===== config.mk =====
export PLATFORM = sky130hd
export DESIGN_NAME = adc_sample_ctrl
export DESIGN_NICKNAME = d
export VERILOG_FILES = /design/src/rtl/adc_sample_ctrl.sv
export SDC_FILE = /design/constraint.sdc
export NUM_CORES = 1
export LEC_CHECK = 0
export CAP_MARGIN = 5
export CORE_MARGIN = 2
export CORE_UTILIZATION = 45
export DETAILED_ROUTE_END_ITERATION = 7
export PLACE_DENSITY = 0.67
export SLEW_MARGIN = 20
export SYNTH_ARGS = -nofsm -noshare
export SYNTH_HDL_FRONTEND = slang
export SYNTH_SLANG_ARGS = --single-unit

===== constraint.sdc =====
create_clock -name clk -period 2.3 [get_ports clk]
set_clock_uncertainty 0.15 [all_clocks]
set_input_delay 0.46 -clock clk [delete_from_list [all_inputs] [get_ports clk]]
set_output_delay 0.46 -clock clk [all_outputs]
set_load 0.02 [all_outputs]

===== src/rtl/adc_sample_ctrl.sv =====
// Sample sequencer for an SPI ADC master: periodic start pulses, capture, 2^AVG_LOG2 averaging.
// Optional overrun detection is compiled in with `define OVERRUN_DETECT_EN.
module adc_sample_ctrl #(
   parameter int SAMPLE_PERIOD = 50000,
   parameter int AVG_LOG2      = 2,
   parameter int TIMEOUT       = 1023
) (
   input  logic       clk,
   input  logic       n_rst,
   input  logic       enable,
   input  logic       cs_n,
   input  logic [7:0] adc_data,
   output logic       start,
   output logic [7:0] avg_data,
   output logic       avg_valid,
   output logic       busy,
   output logic       timeout_err,
   output logic       overrun,
   output logic [2:0] o_dbg_state
);

   localparam int PW = (SAMPLE_PERIOD > 1) ? $clog2(SAMPLE_PERIOD) : 1;
   localparam int TW = (TIMEOUT > 0) ? $clog2(TIMEOUT + 1) : 1;
   localparam int AW = 8 + AVG_LOG2;
   localparam int CW = AVG_LOG2 + 1;
   localparam logic [PW-1:0] PLAST = PW'(SAMPLE_PERIOD - 1);
   localparam logic [TW-1:0] TLAST = TW'(TIMEOUT);
   localparam logic [CW-1:0] NAVG  = CW'(1 << AVG_LOG2);

   typedef enum logic [2:0] {
      S_IDLE      = 3'd0,
      S_WAIT_TICK = 3'd1,
      S_START     = 3'd2,
      S_WAIT_LOW  = 3'd3,
      S_WAIT_HIGH = 3'd4,
      S_ACCUM     = 3'd5
   } state_t;

   state_t        r_state;
   logic [PW-1:0] r_per;
   logic [TW-1:0] r_tmo;
   logic [AW-1:0] r_acc;
   logic [CW-1:0] r_cnt;
   logic [7:0]    r_sample;
   logic [7:0]    r_avg_data;
   logic          r_start;
   logic          r_avg_valid;
   logic          r_busy;
   logic          r_timeout_err;
   logic          r_drop;

   logic          w_tick;
   logic          w_enter_idle;
   logic [AW-1:0] w_acc_sum;
   logic [CW-1:0] w_cnt_inc;
   logic [7:0]    w_avg;

   assign w_tick    = enable && (r_per == PLAST);
   assign w_acc_sum = r_acc + AW'(r_sample);
   assign w_cnt_inc = r_cnt + 1'b1;
   // A full sum of 2^AVG_LOG2 bytes shifted down always fits in 8 bits.
   assign w_avg     = w_acc_sum[AW-1:AVG_LOG2];

   // r_drop remembers that enable fell while a frame was in flight.
   assign w_enter_idle = ((r_state == S_WAIT_TICK) && !enable)
                      || ((r_state == S_WAIT_HIGH) && cs_n && (r_drop || !enable))
                      || ((r_state == S_ACCUM) && !enable);

   always_ff @(posedge clk or negedge n_rst) begin
      if (!n_rst) begin
         r_per <= '0;
      end else if (!enable || (r_per == PLAST)) begin
         r_per <= '0;
      end else begin
         r_per <= r_per + 1'b1;
      end
   end

   always_ff @(posedge clk or negedge n_rst) begin
      if (!n_rst) begin
         r_state       <= S_IDLE;
         r_tmo         <= '0;
         r_acc         <= '0;
         r_cnt         <= '0;
         r_sample      <= '0;
         r_avg_data    <= '0;
         r_start       <= 1'b0;
         r_avg_valid   <= 1'b0;
         r_busy        <= 1'b0;
         r_timeout_err <= 1'b0;
         r_drop        <= 1'b0;
      end else begin
         r_start     <= 1'b0;
         r_avg_valid <= 1'b0;
         case (r_state)
            S_IDLE: begin
               if (enable) r_state <= S_WAIT_TICK;
            end
            S_WAIT_TICK: begin
               if (enable && w_tick) begin
                  r_state <= S_START;
                  r_start <= 1'b1;
                  r_busy  <= 1'b1;
                  r_drop  <= 1'b0;
               end
            end
            S_START: begin
               r_state <= S_WAIT_LOW;
               r_tmo   <= '0;
               if (!enable) r_drop <= 1'b1;
            end
            S_WAIT_LOW: begin
               if (!enable) r_drop <= 1'b1;
               if (!cs_n) begin
                  r_state <= S_WAIT_HIGH;
                  r_tmo   <= '0;
               end else if (r_tmo == TLAST) begin
                  r_state       <= S_WAIT_TICK;
                  r_busy        <= 1'b0;
                  r_timeout_err <= 1'b1;
                  r_acc         <= '0;
                  r_cnt         <= '0;
                  r_drop        <= 1'b0;
               end else begin
                  r_tmo <= r_tmo + 1'b1;
               end
            end
            S_WAIT_HIGH: begin
               if (!enable) r_drop <= 1'b1;
               if (cs_n) begin
                  r_sample <= adc_data;
                  r_state  <= S_ACCUM;
               end else if (r_tmo == TLAST) begin
                  r_state       <= S_WAIT_TICK;
                  r_busy        <= 1'b0;
                  r_timeout_err <= 1'b1;
                  r_acc         <= '0;
                  r_cnt         <= '0;
                  r_drop        <= 1'b0;
               end else begin
                  r_tmo <= r_tmo + 1'b1;
               end
            end
            S_ACCUM: begin
               if (w_cnt_inc == NAVG) begin
                  r_avg_data  <= w_avg;
                  r_avg_valid <= 1'b1;
                  r_acc       <= '0;
                  r_cnt       <= '0;
               end else begin
                  r_acc <= w_acc_sum;
                  r_cnt <= w_cnt_inc;
               end
               r_state <= S_WAIT_TICK;
               r_busy  <= 1'b0;
            end
            default: r_state <= S_IDLE;
         endcase
         // Entry into IDLE overrides the per-state next values above.
         if (w_enter_idle) begin
            r_state       <= S_IDLE;
            r_busy        <= 1'b0;
            r_timeout_err <= 1'b0;
            r_acc         <= '0;
            r_cnt         <= '0;
            r_drop        <= 1'b0;
         end
      end
   end

`ifdef OVERRUN_DETECT_EN
   logic r_overrun;

   always_ff @(posedge clk or negedge n_rst) begin
      if (!n_rst) begin
         r_overrun <= 1'b0;
      end else if (w_enter_idle) begin
         r_overrun <= 1'b0;
      end else if (w_tick && (r_state != S_WAIT_TICK) && (r_state != S_IDLE)) begin
         r_overrun <= 1'b1;
      end
   end

   assign overrun = r_overrun;
`else
   assign overrun = 1'b0;
`endif

   assign start       = r_start;
   assign avg_data    = r_avg_data;
   assign avg_valid   = r_avg_valid;
   assign busy        = r_busy;
   assign timeout_err = r_timeout_err;
   assign o_dbg_state = r_state;

endmodule

; Word level (Yosys, flattened, before mapping)
; Index checks and enable logic that the tools add are counted.
; W data, S select, Z words.
[classes]
n_addsub = 4
eq_ne = 13
muxes = 46
n_reduce_logical = 25
[ops]
columns = operator, count
row1 = $mux W10, 8
row2 = $pmux W10 S3, 2
row3 = $mux W3, 11
row4 = $mux W1, 19
row5 = $pmux W3 S6, 1
row6 = $add A16 B1 Y16 const B, 1
row7 = $eq A16 B16 Y1 const B, 1
row8 = $mux W16, 1
row9 = $add A10 B1 Y10 const B, 1
row10 = $add A10 B8 Y10, 1
row11 = $eq A10 B10 Y1 const B, 1
row12 = $reduce_and A2 Y1, 5
row13 = $reduce_bool A5 Y1, 2
row14 = $eq A3 B3 Y1 const B, 3
row15 = $ne A3 B3 Y1 const B, 3
row16 = $pmux W3 S3, 1
row17 = $pmux W1 S4, 2
row18 = $eq A3 B2 Y1 const B, 2
row19 = $logic_and A1 B1 Y1, 6
row20 = $reduce_and A3 Y1, 2
row21 = $reduce_bool A3 Y1, 2
row22 = $logic_or A1 B1 Y1, 4
row23 = $reduce_and A4 Y1, 1
row24 = $reduce_bool A4 Y1, 1
row25 = 7 further kinds, 7
[word_totals]
register_bits = 63
in_bits = 12
output_inout_bits = 16
wordCells = 100

; Logic depth before layout (Yosys ltp)
[depth]
depth_word = 7
depth_mapped = 7
depth_no_buf = 7

; Least setup slack after synthesis
; No wires, ideal clock.
[synth_timing]
path_kind = register to register
from = register r_state[1], in the netlist o_dbg_state[1]
to = register r_tmo[7]
setup_time_ns = 0.140
arrival_time_ns = 1.890
t_required_ns = 2.010
setup_slack_ns = 0.120
stages_incl_launch_ff = 7
n_path_buf = 2
period_less_slack_ns = 2.180
path_cell_list = dfrtp_1 buf_6 or4b_4 a32o_1 buf_6 o311ai_0 o41ai_1
[synth_between]
elab_chain_len = 3
elab_cells_between_ends = 7
cone_classes = eq/ne: 4 / mux: 1 / reduce/logical: 2
[synth_lines]
columns = item, line
row1 = "start, declared", 39  ; state_t r_state;
row2 = "start signal, assigned", 81  ; r_state <= S_IDLE;
row3 = "start signal, assigned", 97  ; if (enable) r_state <= S_WAIT_TICK;
row4 = "start signal, assigned", 101  ; r_state <= S_START;
row5 = $eq A3 B3 Y1 / $eq A3 B2 Y1 (equally long branches), 95  ; case (r_state)
row6 = $ne A2 B2 Y1 (no source line) / $reduce_bool A3 Y1 (equally long branches), -
row7 = $reduce_and A2 Y1 (no source line), -
row8 = "end signal, assigned", 125  ; r_tmo <= r_tmo + 1'b1;
row9 = "end signal, assigned", 141  ; r_tmo <= r_tmo + 1'b1;
row10 = "end, declared", 41  ; logic [TW-1:0] r_tmo;
; Several ways; a longest one is shown, not always the timed one.
; A chain may end at the register's enable or synchronous reset.

; Final worst setup path
[layout_timing]
from = register r_acc[1]
to = register r_acc[9]
[layout_between]
elab_chain_len = 4
[layout_lines]
columns = item, line
row1 = "start, declared", 42  ; logic [AW-1:0] r_acc;
row2 = "start signal, assigned", 151  ; r_acc <= w_acc_sum;
row3 = $add A10 B8 Y10, 59  ; assign w_acc_sum = r_acc + AW'(r_sample);
row4 = $mux W10, 145  ; if (w_cnt_inc == NAVG) begin
row5 = $pmux W10 S3, 95
row6 = $mux W10, 160  ; if (w_enter_idle) begin
; No other way between the ends.

==> results.md <==
* Status: completed
* Gate power share at 33.9%
* Max_cap viols at 0
* Syn. warnings at 0
* Number of antenna diodes at 0
* Worst R2R Setup Slack at 0.09 ns
* Fmax at 0.452 GHz
* Nets at 422
* Vias per cell at 5.70
* Crit-path cells: ha_1 > a211oi_1 > nor3_1 > or4b_2 > o211ai_1
* CTS tree: built
* Drt wl/cell at 15.2 um
* Die Y at 91.7 um
* RSZ-0062 raised after global routing: true
* Tmin final at 2.21 ns
* CP Launch Type: flop
* Leakage at 1.83 nW
* Root Buffer: clkbuf_8
* Clock Pin Slew Worst Setup and Hold Paths at 0.07 ns
* Worst setup margin at 0.0880 ns
* Net switching power at 1.24 mW
* Setup-failing EPs final at 0
* Worst setup EP type: flop
* CTS Buffer Depth at 2
* RR Endpoint: r_acc[9]$_DFFE_PN0P_
* DP Worst Slack at -0.182 ns
* Non-filler cells, final at 500
* Antenna violations before repair at 0
* IO Count at 28
* Critical path type: flop to flop
* Sequential fraction of the synthesis area at 45.5%
* Syn nets at 374
* H-tree depth at 3
* DRC violations left at 0
* Initial cell density of the core at 47.0%
* CP max stage cell: or4b_2
* Multi-input gate area at 1750 um^2
* Share of layout cells above drive strength 1 at 14.5%
* Fill cells at 654
* Reg2reg start: r_acc[1]$_DFFE_PN0P_
* Hold path cells at 1
* GRT overflow at 0
* FF+latch count, synth at 63
* Number of post-CTS setup repair buffers at 0
* Via count at 2,850
* Placed cells at 484
* DP Wirelength at 5270 um
* Pre-Repair DR Iteration Count at 4
* Main flop type after synthesis: dfrtp_1
* Switching Fraction at 35.6%
* Slew Viols, Final at 0
* DRT Wirelength at 7600 um
* Register area at 1580 um^2
* Final number of hold-violating endpoints at 0
* Hold Startpoint: r_acc[2]$_DFFE_PN0P_
* Die area at 8410 um^2
* Post-synth EDFFs at 0
* Largest stage delay, worst path at 0.65 ns
* Worst vdd ir at 0.450 mV
* Core area at 7370 um^2
* Worst Path Arrival at 2.32 ns
* I/O Buffers at 26
* Async S/R FF share, synth at 100%
* Clk pwr share at 25.9%
* First-pass GRT wire length at 13,500 um
* Largest area contributor in the synthesized netlist: dfrtp_1
* Reg power frac at 40.3%
* Top cells by area, synth: dfrtp_1 46%, ha_1 4.3%, a21oi_1 3.6%
* Vias in the first global route at 2,862
* CP required at 2.41 ns
* Pwr dens at 837 nW/um^2
* Post-synthesis cell area at 3460 um^2
* Reg2reg path depth at 5
* Hold crit path type: flop to flop
* Gpl congestion at 0.818
* Syn avg cell area at 9.92 um^2
* Clock Sinks at 63
* Num rows at 31
* Die Wd at 91.7 um
* Yosys top cell area share at 45.5%
* Yosys cell types at 60
* CTS buffer count at 9
* Worst hold path endpoint: r_acc[2]$_DFFE_PN0P_
* Cells after Synth at 349
* Worst-Skew Late Latency at 0.35 ns
* Cell-internal power at 2.25 mW
* Tcrit/Tclk final at 96.2%
* Final antenna-violating net count at 0
* Area delta synth->final at 20.3%
* Peak fanout along the critical path at 4
* Gr usage total at 19.8%
* Pin count of the biggest net entering global routing at 64
* Initial detailed-routing violation count at 82
placed cells by master, fill, tap and decap left out, drive strengths merged, types with 9 or more instances in the layout:
cell type      count
nand2             16
clkbuf            12
a21oi             25
nor2              23
dfrtp             63
xnor2              9
nand3             12
clkdlybuf4s50     25
inv               17
mux2              10
nand4             13
o21ai             20
o211ai             9
buf               24
ha                12
flip-flops by register name, summed over array words and instances (netlist names), 3 cells and up:
name / count
r_acc: 10
o_dbg_state: 3
r_cnt: 3
avg_data: 8
r_per: 16
r_tmo: 10
r_sample: 8
logic make-up after synthesis:
logic type	share of synthesized area (%)
adder cells (fa/ha/maj)	4.91
AND/OR/NAND/NOR	19.5
flip-flops	45.5
buffers and inverters	3.94
AO/OA/AOI/OAI	18.4
other	0.108
XOR/XNOR	4.05
multiplexers	3.54
power groups by stage:
| stage | Clock [mW] | Sequential [mW] | Combinational [mW] |
|---|---|---|---|
| floorplan | 0 | 1.42 | 0.774 |
| global placement | 0 | 1.42 | 1.16 |
| detailed placement | 0 | 1.42 | 1.17 |
| CTS | 0.932 | 1.40 | 1.19 |
| global route | 0.986 | 1.43 | 1.33 |
| finish | 0.902 | 1.41 | 1.18 |
critical path: cells and delay by family, from the launching register on:
kind            cells  cell delay (ns)
fa+ha+maj           1             0.29
compound gates      2             0.47
flops               1             0.39
simple gates        2             0.82
per-stage QoR:
stage / power, mW / hold slack [ns] / TNS (ns) / instance area [um^2] / util [%]
after floorplan: 2.20 / 0.0144 / 0 / 3460 / -
after global placement: 2.57 / 0.316 / -0.632 / 3970 / 53.9
after detailed placement: 2.59 / 0.327 / -0.952 / 3970 / 53.9
after CTS: 3.52 / 0.343 / 0 / 4160 / 56.5
after global routing: 3.74 / 0.359 / -0.0221 / 4170 / 56.5
final: 3.49 / 0.338 / 0 / 4170 / 56.5
cell type report:
type / count / share of cell area [%]
timing repair buffer: 50 / 11.1
clock buffer: 12 / 3.97
multi-input combinational: 255 / 42.0
inverter: 18 / 1.62
tap: 99 / 2.97
sequential: 63 / 37.9
clock inverter: 3 / 0.421
how the worst max path moves through the flow:
stage	from	to	slack, ns
floorplan	o_dbg_state[1]$_DFFE_PN0P_	r_tmo[7]$_DFFE_PN0P_	0.12
global placement	cs_n	r_tmo[3]$_DFFE_PN0P_	-0.12
detailed placement	cs_n	r_tmo[7]$_DFFE_PN0P_	-0.18
CTS	o_dbg_state[2]$_DFFE_PN0P_	o_dbg_state[2]	0.03
global route	r_acc[0]$_DFFE_PN0P_	avg_data[4]$_DFFE_PN0P_	-0.01
finish	r_acc[1]$_DFFE_PN0P_	r_acc[9]$_DFFE_PN0P_	0.09
per-layer routing:
layer  track usage [%]  routed length, um  up-vias
met4              7.09                104        0
met3              4.93                324       10
met2              31.3               3560       66
li1                  -                  -     1402
met5                 0                  0        -
met1              26.6               3610     1372
cells in the mapped netlist, types with 8 or more instances:
cell	n
dfrtp_1	63
clkbuf_1	9
o21ai_0	20
inv_1	17
ha_1	12
nand2_1	16
nor2_1	23
a21oi_1	25
nand3_1	12
mux2_2	10
or3_1	8
xnor2_1	9
o211ai_1	9
nand4_1	13
timing repair:
action                                 in CTS  in global routing
hold buffers                                1                  0
endpoints found under the hold margin      63                  0
resized for setup                           0                  1
setup endpoints to repair                   0                  4
Note: power is estimated with default switching activity, not from simulation.
